`src/rtl/i2c_bus_monitor.sv`:
```
`default_nettype none
// ============================================================================
// Module   : i2c_bus_monitor
// Purpose  : Wired-AND I2C bus model with glitch filter, START/Sr/STOP and
//            byte/ACK decoder, event FIFO, overflow and SCL-low timeout flags.
// Revision : 1.0 - initial release
// ============================================================================
module i2c_bus_monitor #(
    parameter int PORTS      = 2,
    parameter int FILTER_LEN = 4,
    parameter int FIFO_DEPTH = 16,
    parameter int TIMEOUT    = 1024
) (
    input  logic             clk,
    input  logic             rst_n,
    input  logic [PORTS-1:0] scl_o,
    input  logic [PORTS-1:0] sda_o,
    input  logic             scl_i,
    input  logic             sda_i,
    output logic             bus_scl,
    output logic             bus_sda,
    output logic [7:0]       m_axis_tdata,
    output logic [2:0]       m_axis_tuser,
    output logic             m_axis_tvalid,
    input  logic             m_axis_tready,
    output logic             bus_busy,
    output logic             overflow,
    input  logic             overflow_clr,
    output logic             timeout
);
    localparam int c_fcw = (FILTER_LEN > 1) ? $clog2(FILTER_LEN) : 1;
    localparam int c_aw  = $clog2(FIFO_DEPTH);
    localparam int c_tw  = $clog2(TIMEOUT + 1);

    localparam logic [c_fcw-1:0] c_fmax  = c_fcw'(FILTER_LEN - 1);
    localparam logic [c_aw:0]    c_depth = (c_aw + 1)'(FIFO_DEPTH);
    localparam logic [c_tw-1:0]  c_tmax  = c_tw'(TIMEOUT);

    localparam logic [1:0] c_ev_byte   = 2'd0;
    localparam logic [1:0] c_ev_start  = 2'd1;
    localparam logic [1:0] c_ev_rstart = 2'd2;
    localparam logic [1:0] c_ev_stop   = 2'd3;

    typedef enum logic [0:0] {ST_IDLE = 1'b0, ST_ACTIVE = 1'b1} state_t;

    // ---------------- bus resolution and filtering ----------------
    logic [1:0] w_raw;
    logic [1:0] w_filt;

    assign bus_scl = &scl_o & scl_i;
    assign bus_sda = &sda_o & sda_i;
    assign w_raw   = {bus_sda, bus_scl};

    genvar gi;
    generate
        for (gi = 0; gi < 2; gi++) begin : g_filter
            logic             r_sync;
            logic             r_filt;
            logic [c_fcw-1:0] r_cnt;

            // Counter restarts whenever the sampled line agrees with the filtered value.
            always_ff @(posedge clk or negedge rst_n) begin
                if (!rst_n) begin
                    r_sync <= 1'b1;
                    r_filt <= 1'b1;
                    r_cnt  <= '0;
                end else begin
                    r_sync <= w_raw[gi];
                    if (r_sync == r_filt) begin
                        r_cnt <= '0;
                    end else if (r_cnt == c_fmax) begin
                        r_filt <= r_sync;
                        r_cnt  <= '0;
                    end else begin
                        r_cnt <= r_cnt + 1'b1;
                    end
                end
            end

            assign w_filt[gi] = r_filt;
        end
    endgenerate

    logic w_scl, w_sda;
    logic r_scl_prev, r_sda_prev;
    logic w_scl_edge, w_sda_edge, w_scl_rise, w_start, w_stop;

    assign w_scl      = w_filt[0];
    assign w_sda      = w_filt[1];
    assign w_scl_edge = w_scl ^ r_scl_prev;
    assign w_sda_edge = w_sda ^ r_sda_prev;
    assign w_scl_rise = w_scl & ~r_scl_prev;
    // SDA transitions only count as conditions while SCL is high and steady.
    assign w_start    = w_sda_edge & ~w_sda & w_scl & ~w_scl_edge;
    assign w_stop     = w_sda_edge &  w_sda & w_scl & ~w_scl_edge;

    // ---------------- protocol decoder ----------------
    state_t     r_state, w_state_nxt;
    logic [3:0] r_bitcnt, w_bitcnt_nxt;
    logic [7:0] r_shift, w_shift_nxt;
    logic       w_ev_vld, w_ev_nack;
    logic [1:0] w_ev_type;

    always_comb begin
        w_state_nxt  = r_state;
        w_bitcnt_nxt = r_bitcnt;
        w_shift_nxt  = r_shift;
        w_ev_vld     = 1'b0;
        w_ev_type    = c_ev_byte;
        w_ev_nack    = 1'b0;
        case (r_state)
            ST_IDLE: begin
                if (w_start) begin
                    w_state_nxt  = ST_ACTIVE;
                    w_bitcnt_nxt = 4'd0;
                    w_ev_vld     = 1'b1;
                    w_ev_type    = c_ev_start;
                end
            end
            ST_ACTIVE: begin
                if (w_start) begin
                    w_bitcnt_nxt = 4'd0;
                    w_ev_vld     = 1'b1;
                    w_ev_type    = c_ev_rstart;
                end else if (w_stop) begin
                    w_state_nxt  = ST_IDLE;
                    w_bitcnt_nxt = 4'd0;
                    w_ev_vld     = 1'b1;
                    w_ev_type    = c_ev_stop;
                end else if (w_scl_rise) begin
                    if (r_bitcnt == 4'd8) begin
                        w_bitcnt_nxt = 4'd0;
                        w_ev_vld     = 1'b1;
                        w_ev_type    = c_ev_byte;
                        w_ev_nack    = w_sda;
                    end else begin
                        w_shift_nxt  = {r_shift[6:0], w_sda};
                        w_bitcnt_nxt = r_bitcnt + 4'd1;
                    end
                end
            end
            default: w_state_nxt = ST_IDLE;
        endcase
    end

    logic        r_ev_vld;
    logic [10:0] r_ev_word;

    always_ff @(posedge clk or negedge rst_n) begin
        if (!rst_n) begin
            r_state    <= ST_IDLE;
            r_bitcnt   <= 4'd0;
            r_shift    <= 8'h00;
            r_scl_prev <= 1'b1;
            r_sda_prev <= 1'b1;
            r_ev_vld   <= 1'b0;
            r_ev_word  <= '0;
        end else begin
            r_state    <= w_state_nxt;
            r_bitcnt   <= w_bitcnt_nxt;
            r_shift    <= w_shift_nxt;
            r_scl_prev <= w_scl;
            r_sda_prev <= w_sda;
            r_ev_vld   <= w_ev_vld;
            r_ev_word  <= {w_ev_nack, w_ev_type, (w_ev_type == c_ev_byte) ? r_shift : 8'h00};
        end
    end

    assign bus_busy = (r_state == ST_ACTIVE);

    // ---------------- event FIFO ----------------
    logic [10:0]   r_mem [FIFO_DEPTH];
    logic [c_aw-1:0] r_wr, r_rd;
    logic [c_aw:0]   r_count;
    logic          w_pop, w_push;
    logic [10:0]   w_head;
    logic          r_ovf;

    assign w_pop  = (r_count != '0) && m_axis_tready;
    assign w_push = r_ev_vld && ((r_count != c_depth) || w_pop);
    assign w_head = r_mem[r_rd];

    always_ff @(posedge clk) begin
        if (w_push) begin
            r_mem[r_wr] <= r_ev_word;
        end
    end

    always_ff @(posedge clk or negedge rst_n) begin
        if (!rst_n) begin
            r_wr    <= '0;
            r_rd    <= '0;
            r_count <= '0;
            r_ovf   <= 1'b0;
        end else begin
            if (w_push) r_wr <= r_wr + 1'b1;
            if (w_pop)  r_rd <= r_rd + 1'b1;
            case ({w_push, w_pop})
                2'b10:   r_count <= r_count + 1'b1;
                2'b01:   r_count <= r_count - 1'b1;
                default: r_count <= r_count;
            endcase
            if (r_ev_vld && !w_push) begin
                r_ovf <= 1'b1;
            end else if (overflow_clr) begin
                r_ovf <= 1'b0;
            end
        end
    end

    assign m_axis_tvalid = (r_count != '0);
    assign m_axis_tdata  = m_axis_tvalid ? w_head[7:0]  : 8'h00;
    assign m_axis_tuser  = m_axis_tvalid ? w_head[10:8] : 3'b000;
    assign overflow      = r_ovf;

    // ---------------- SCL-low timeout ----------------
    logic [c_tw-1:0] r_to_cnt;
    logic            r_timeout;

    always_ff @(posedge clk or negedge rst_n) begin
        if (!rst_n) begin
            r_to_cnt  <= '0;
            r_timeout <= 1'b0;
        end else if (w_start) begin
            r_to_cnt  <= '0;
            r_timeout <= 1'b0;
        end else if (bus_busy && !w_scl) begin
            if (r_to_cnt == c_tmax) begin
                r_timeout <= 1'b1;
            end else begin
                r_to_cnt <= r_to_cnt + 1'b1;
            end
        end else begin
            r_to_cnt <= '0;
        end
    end

    assign timeout = r_timeout;

endmodule
`default_nettype wire

```
`config.mk`:
```
export PLATFORM = sky130hd
export DESIGN_NAME = i2c_bus_monitor
export DESIGN_NICKNAME = d
export VERILOG_FILES = /design/src/rtl/i2c_bus_monitor.sv
export SDC_FILE = /design/constraint.sdc
export NUM_CORES = 1
export LEC_CHECK = 0
export ABC_AREA = 1
export CAP_MARGIN = 20
export CORE_UTILIZATION = 39
export CTS_CLUSTER_SIZE = 20
export DETAILED_ROUTE_END_ITERATION = 7
export GPL_ROUTABILITY_DRIVEN = 0
export PLACE_DENSITY = 0.58
export RECOVER_POWER = 100
export SKIP_CTS_REPAIR_TIMING = 1
export SLEW_MARGIN = 20
export SYNTH_ARGS = -nofsm -noshare
export SYNTH_HDL_FRONTEND = slang
export SYNTH_SLANG_ARGS = --single-unit
```
`constraint.sdc`:
```
create_clock -name clk -period 2.9 [get_ports clk]
set_clock_uncertainty 0.2 [all_clocks]
set_input_delay 0.435 -clock clk [delete_from_list [all_inputs] [get_ports clk]]
set_output_delay 0.435 -clock clk [all_outputs]
set_load 0.01 [all_outputs]
```
Word-level counts from Yosys, hierarchy flattened
Memories as Yosys holds them, arrays and structs flattened.
Cells that the tools add are included.
- bits in registers: 61
- bits in writable memories: 176
- input bits: 10
- output and inout port bits: 17
- memories: 1
- memory list (name ; depth ; bits a word ; rd ports ; clocked after Yosys merged registers in ; write ports ; line ; text):
    r_mem ; 16 ; 11 ; 1 ; 0 ; 1 ; 172 ; logic [10:0] r_mem [FIFO_DEPTH];
- add/sub/neg operators: 8
- eq/ne operators: 12
- multiplexer cells: 42
- bitwise logic cells: 20
- reduce and logical (&&, ||, !) cells: 20
- operators with widths (kind ; count):
    11-bit two-way mux ; 3
    1-bit two-way mux ; 20
    4-bit two-way mux ; 5
    8-bit two-way mux ; 2
    4-bit by 1-bit adder with 4-bit output (second input constant) ; 3
    2-bit two-way mux ; 6
    2-bit AND reduction ; 6
    11-bit by 1-bit adder with 11-bit output (second input constant) ; 1
    11-bit equality test (second input constant) ; 1
    5-bit one-hot mux with 2 select lines ; 1
    1-bit bitwise AND ; 9
    1-bit NOT ; 9
    4-bit one-hot mux with 2 select lines ; 1
    2-bit nonzero test ; 4
    2-bit equality test (second input constant) ; 3
    5-bit by 1-bit adder with 5-bit output (second input constant) ; 1
    5-bit != test (second input constant) ; 1
    5-bit AND reduction ; 1
    5-bit nonzero test ; 1
    5-bit by 1-bit subtractor with 5-bit output (second input constant) ; 1
    2-bit by 1-bit adder with 2-bit output (second input constant) ; 2
    4-bit equality test (second input constant) ; 1
    1-bit logical AND ; 4
    4-bit != test (second input constant) ; 1
    other kinds (11) ; 15

Longest topological paths before layout
Gate-level depths: netlist of the first run.
- depth in word-level cells: 9
- mapped depth: 13
- gate-level depth less buffers: 13

Worst setup path before layout of the first run
No wires, ideal clock.
- path kind: register to register
- start: register r_count[1]
- end: register r_count[4]
- library setup time: 113 ps
- data arrival time: 1807 ps
- setup slack: 780 ps
- cell stages (with the launch flop): 14
- buffers on the path: 0
- period minus slack after synthesis: 2120 ps
- path through: dfrtp_1 -> nor2_1 -> nand3_2 -> nand2_2 -> nor2_2 -> inv_1 -> fa_1 -> nand3b_1 -> nand3_1 -> nand2_1 -> nand2_1 -> nand2_1 -> nand2_1 -> inv_1
- word-level cells in the longest chain between the ends: 6
- elaborated cells between the ends (all ways): 11
- classes of those cells: 2 x add/sub; 3 x eq/ne; 1 x mux; 5 x reduce/logical
- ends and longest elaborated chain (what ; line ; text):
    from (decl) ; 174 ; logic [c_aw:0] r_count;
    from (signal assigned) ; 199 ; 2'b10: r_count <= r_count + 1'b1;
    from (signal assigned) ; 200 ; 2'b01: r_count <= r_count - 1'b1;
    from (signal assigned) ; 201 ; default: r_count <= r_count;
    5-bit nonzero test (*) ; n/a ;
    named net m_axis_tvalid ; 24 ; output logic m_axis_tvalid,
    1-bit logical AND (*) ; 179 ; assign w_pop = (r_count != '0) && m_axis_tready;
    1-bit logical OR ; 180 ; assign w_push = r_ev_vld && ((r_count != c_depth) || w_pop);
    1-bit logical AND ; 180 ;
    2-bit by 1-bit equality test with 1-bit output / 2-bit equality test (equally long branches) ; 198 ; case ({w_push, w_pop})
    5-bit one-hot mux with 2 select lines / 2-bit nonzero test (equally long branches) ; n/a ;
Mark *: on every way through the listed nets, which the timed path passes. The rest lies on a longest branch.
A chain may end at the register's enable or synchronous reset.

Final worst setup path of the first run
- start: register r_rd[0]
- end: output port m_axis_tdata[2]
- word-level cells in the longest chain between the ends: 2
- ends and longest elaborated chain (what ; line ; text):
    from (decl) ; 173 ; logic [c_aw-1:0] r_wr, r_rd;
    from (signal assigned) ; 197 ; if (w_pop) r_rd <= r_rd + 1'b1;
    memory 16 x 11 bit ; n/a ;
    8-bit two-way mux ; 212 ; assign m_axis_tdata = m_axis_tvalid ? w_head[7:0] : 8'h00;
    to (decl) ; 22 ; output logic [7:0] m_axis_tdata,
No other way between the ends.

==> flow_metrics.tcl, run 1 <==
set metrics [dict create \
    status "finished clean" \
    timing.reg2reg.setup_slack_ns 0.37 \
    grt_pass1_vias 6307 \
    wire_per_inst_um 17.2 \
    synthDominantCellAreaShare_pct 52.9 \
    yosysWarnings 0 \
    ir_drop_v 0.000564 \
    ff_latch_area_um2 6820 \
    viasPerCell 5.00 \
    fin_hold_ws_ns 0.238 \
    syn_area_per_cell_um2 11.1 \
    core.rowCount 58 \
    ys_seq_area_share_pct 68.3 \
    cts_buffers 26 \
    slew_viol_final 0 \
    r2r-start "r_count[4]" \
    worstSetupStartpointType "flop" \
    synth_edf_count 176 \
    fin_tns_setup_ns 0 \
    syn_inst 897 \
    cp_data_required_time_ns 2.27 \
    die_h_um 162 \
    clockBufferDepth 3 \
    antenna_left 0 \
    drtIter0Drc 546 \
    holdCritPathClass "reg2reg" \
    dr.pass1.iters 5 \
    htreeDepth 1 \
    ys_async_sr_fraction_pct 25.7 \
    timing_hold_violations_final 0 \
    synth_area_leader_cell "edfxtp_1" \
    crit_end "m_axis_tdata[2]" \
    syn-num-nets 923 \
    reg2regPathDepth 8 \
    start_util_pct 39.7 \
    grt_overflow 0 \
    placed_cell_area_um2 10800 \
    final_area_um2 11800 \
    worst_setup_path_end_kind "output port" \
    areaGrowthSynthToFinish_pct 18.1 \
    syn-cell-area_um2 9990 \
    multi_input_area_um2 2710 \
    grt_pass1_wl_um 34500 \
    final_cell_mix "264 x nand2_1, 176 x edfxtp_1, 149 x nand3_1" \
    finalCoreUtilization_pct 46.9 \
    drc 0 \
    antenna_found_initial 0 \
    timing.final.crit_share_pct 97.0 \
    ys.flop_type "edfxtp_1" \
    rsz0062_at_grt "yes" \
    nets 995 \
    clk_pin_slew_ns 0.06 \
    diodes 0 \
    fin_crit_ns 2.81 \
    leakage_nw 4.81 \
    dp_hpwl_um 13600 \
    nFillCells 2284 \
    synth-seq-cells 237 \
    worst-path-max-fanout 8 \
    reg2reg_to "r_mem[14][7]" \
    worstPathArrival_ns 2.18 \
    max_slew_margin_pct 17.3 \
    final_common_cell "nand2_1" \
    finalSetupViolCount 0 \
    core_region_area_um2 25200 \
    clock_latency_ns 0.52 \
    ioPinCount 27 \
    grt_max_degree 73 \
    ys_types 36 \
    port_buffers 26 \
    layout-drive-gt1-share_pct 9.83 \
    cts_tree "yes" \
    synth.area.top_cells "edfxtp_1 53%, dfrtp_1 14%, nand2_1 9.8%" \
    finalWirelength_um 22700 \
    worst_pin_slew_ns 1.24 \
    crit_path_start "r_rd[0]" \
    cts_num_sinks 237 \
    vias 6591 \
    die_w_um 162 \
    fmax_ghz 0.356 \
    die_area_um2 26300 \
    grt_use_total_pct 17.0 \
    cts-root-buf "clkbuf_16" \
    powerDensity_nw_per_um2 872 \
    maxCapViolCount 0 \
    path_class "reg2out" \
]
==> per-stage QoR <==
step / power, mW / worst slack [ns] / instances
floorplan: 5.60 / 0.780 / 897
detailed placement: 6.65 / 0.213 / 1261
global route: 10.8 / -0.0301 / 1317
global placement: 6.62 / 0.198 / 1261
finish: 10.3 / 0.0874 / 1317
CTS: 10.0 / -0.398 / 1307
==> how the worst min path moves through the flow <==
stage	startpoint	end	slack [ns]	cells after the start
2_1_floorplan	rst_n	bus_busy	-0.06	0
3_3_place_gp	g_filter[0].r_filt	r_scl_prev	0.21	0
3_5_place_dp	g_filter[0].r_filt	r_scl_prev	0.21	0
4_1_cts	rst_n	g_filter[0].r_cnt[0]	-0.34	1
5_1_grt	sda_o[1]	g_filter[1].r_sync	0.26	2
6_report	g_filter[0].r_cnt[0]	g_filter[0].r_cnt[0]	0.24	1
==> cell families after synthesis <==
| family | share of synthesized area (%) |
|---|---|
| AOI/OAI and AO/OA | 2.47 |
| xor gates and xnor gates | 1.23 |
| muxes | 0.113 |
| buffers and inverters | 4.17 |
| adders and majority gates | 2.08 |
| DFF | 68.3 |
| and+or+nand+nor | 21.7 |
==> cell type report <==
| class | count | share of cell area [%] |
|---|---|---|
| Tap cell | 330 | 3.50 |
| Multi-Input combinational cell | 568 | 23.0 |
| Inverter | 56 | 1.89 |
| Sequential cell | 237 | 57.8 |
| Clock inverter | 9 | 0.678 |
| Clock buffer | 37 | 6.93 |
| Timing Repair Buffer | 80 | 6.22 |
==> where the power goes <==
group          internal (mW)  switching [mW]  leakage [nW]
logic                   1.25            1.91          1.75
clock network           2.05            1.31         0.439
registers               3.68          0.0884          2.63
total                   6.98            3.31          4.81
==> flip-flops by register name, indices dropped and copies added (netlist names) <==
| signal | flops |
|---|---|
| timeout | 1 |
| r_count | 5 |
| r_wr | 4 |
| r_shift | 8 |
| overflow | 1 |
| r_bitcnt | 4 |
| r_sda_prev | 1 |
| r_scl_prev | 1 |
| r_to_cnt | 11 |
| r_rd | 4 |
| g_filter.r_filt | 2 |
| r_ev_vld | 1 |
| bus_busy | 1 |
| g_filter.r_sync | 2 |
| r_ev_word | 11 |
| r_mem | 176 |
| g_filter.r_cnt | 4 |
==> Yosys cell counts (3+ instances only) <==
library cell	number
buf_2	17
o21ai_2	8
nor3_1	15
nand2_2	5
nand2_1	262
dfstp_2	6
o21ai_0	8
buf_6	5
xnor2_1	5
xor2_1	9
clkbuf_1	8
nor2_1	44
inv_2	5
buf_1	3
ha_1	15
inv_1	50
a21oi_1	19
dfrtp_1	55
o21ai_1	7
buf_4	3
nand4_1	4
nand3_1	149
nor2_2	3
edfxtp_1	176
==> routing by layer <==
metal | GRT usage [%] | up-vias | share of wire [%]
li1 | - | 3193 | -
met1 | 23.4 | 3191 | 45
met2 | 28.3 | 184 | 47
met3 | 2.78 | 23 | 6.5
met4 | 3.82 | 0 | 1.4
met5 | 0 | - | 0
==> critical path, cell delays in order, from the launching register on <==
cell and delay, ns:
dfrtp_4 0.58, clkinv_8 0.14, buf_8 0.13, nand2_1 0.05, nand3_1 0.06, nand3_1 0.08
nand2_1 0.10, nand2_1 0.09, a21oi_2 0.16, buf_4 0.14, clkbuf_2 0.12
Note: power is estimated with default switching activity, not from simulation.
==> inputs of run 2 (changes only) <==
--- a/config.mk
+++ b/config.mk
@@ -10,7 +10,7 @@
 export CORE_UTILIZATION = 39
 export CTS_CLUSTER_SIZE = 20
 export DETAILED_ROUTE_END_ITERATION = 7
-export GPL_ROUTABILITY_DRIVEN = 0
+export GPL_ROUTABILITY_DRIVEN = 1
 export PLACE_DENSITY = 0.58
 export RECOVER_POWER = 100
 export SKIP_CTS_REPAIR_TIMING = 1
@@ -18,3 +18,4 @@
 export SYNTH_ARGS = -nofsm -noshare
 export SYNTH_HDL_FRONTEND = slang
 export SYNTH_SLANG_ARGS = --single-unit
+export TNS_END_PERCENT = 100
==> results of run 2 <==
Final layout, timing and power as in run 1 (identical DEF).
==> inputs of run 3 (changes only) <==
--- a/config.mk
+++ b/config.mk
@@ -8,7 +8,7 @@
 export ABC_AREA = 1
 export CAP_MARGIN = 20
 export CORE_UTILIZATION = 39
-export CTS_CLUSTER_SIZE = 20
+export CTS_CLUSTER_SIZE = 25
 export DETAILED_ROUTE_END_ITERATION = 7
 export GPL_ROUTABILITY_DRIVEN = 1
 export PLACE_DENSITY = 0.58
==> results of run 3 <==
Final layout, timing and power as in run 1 (identical DEF).
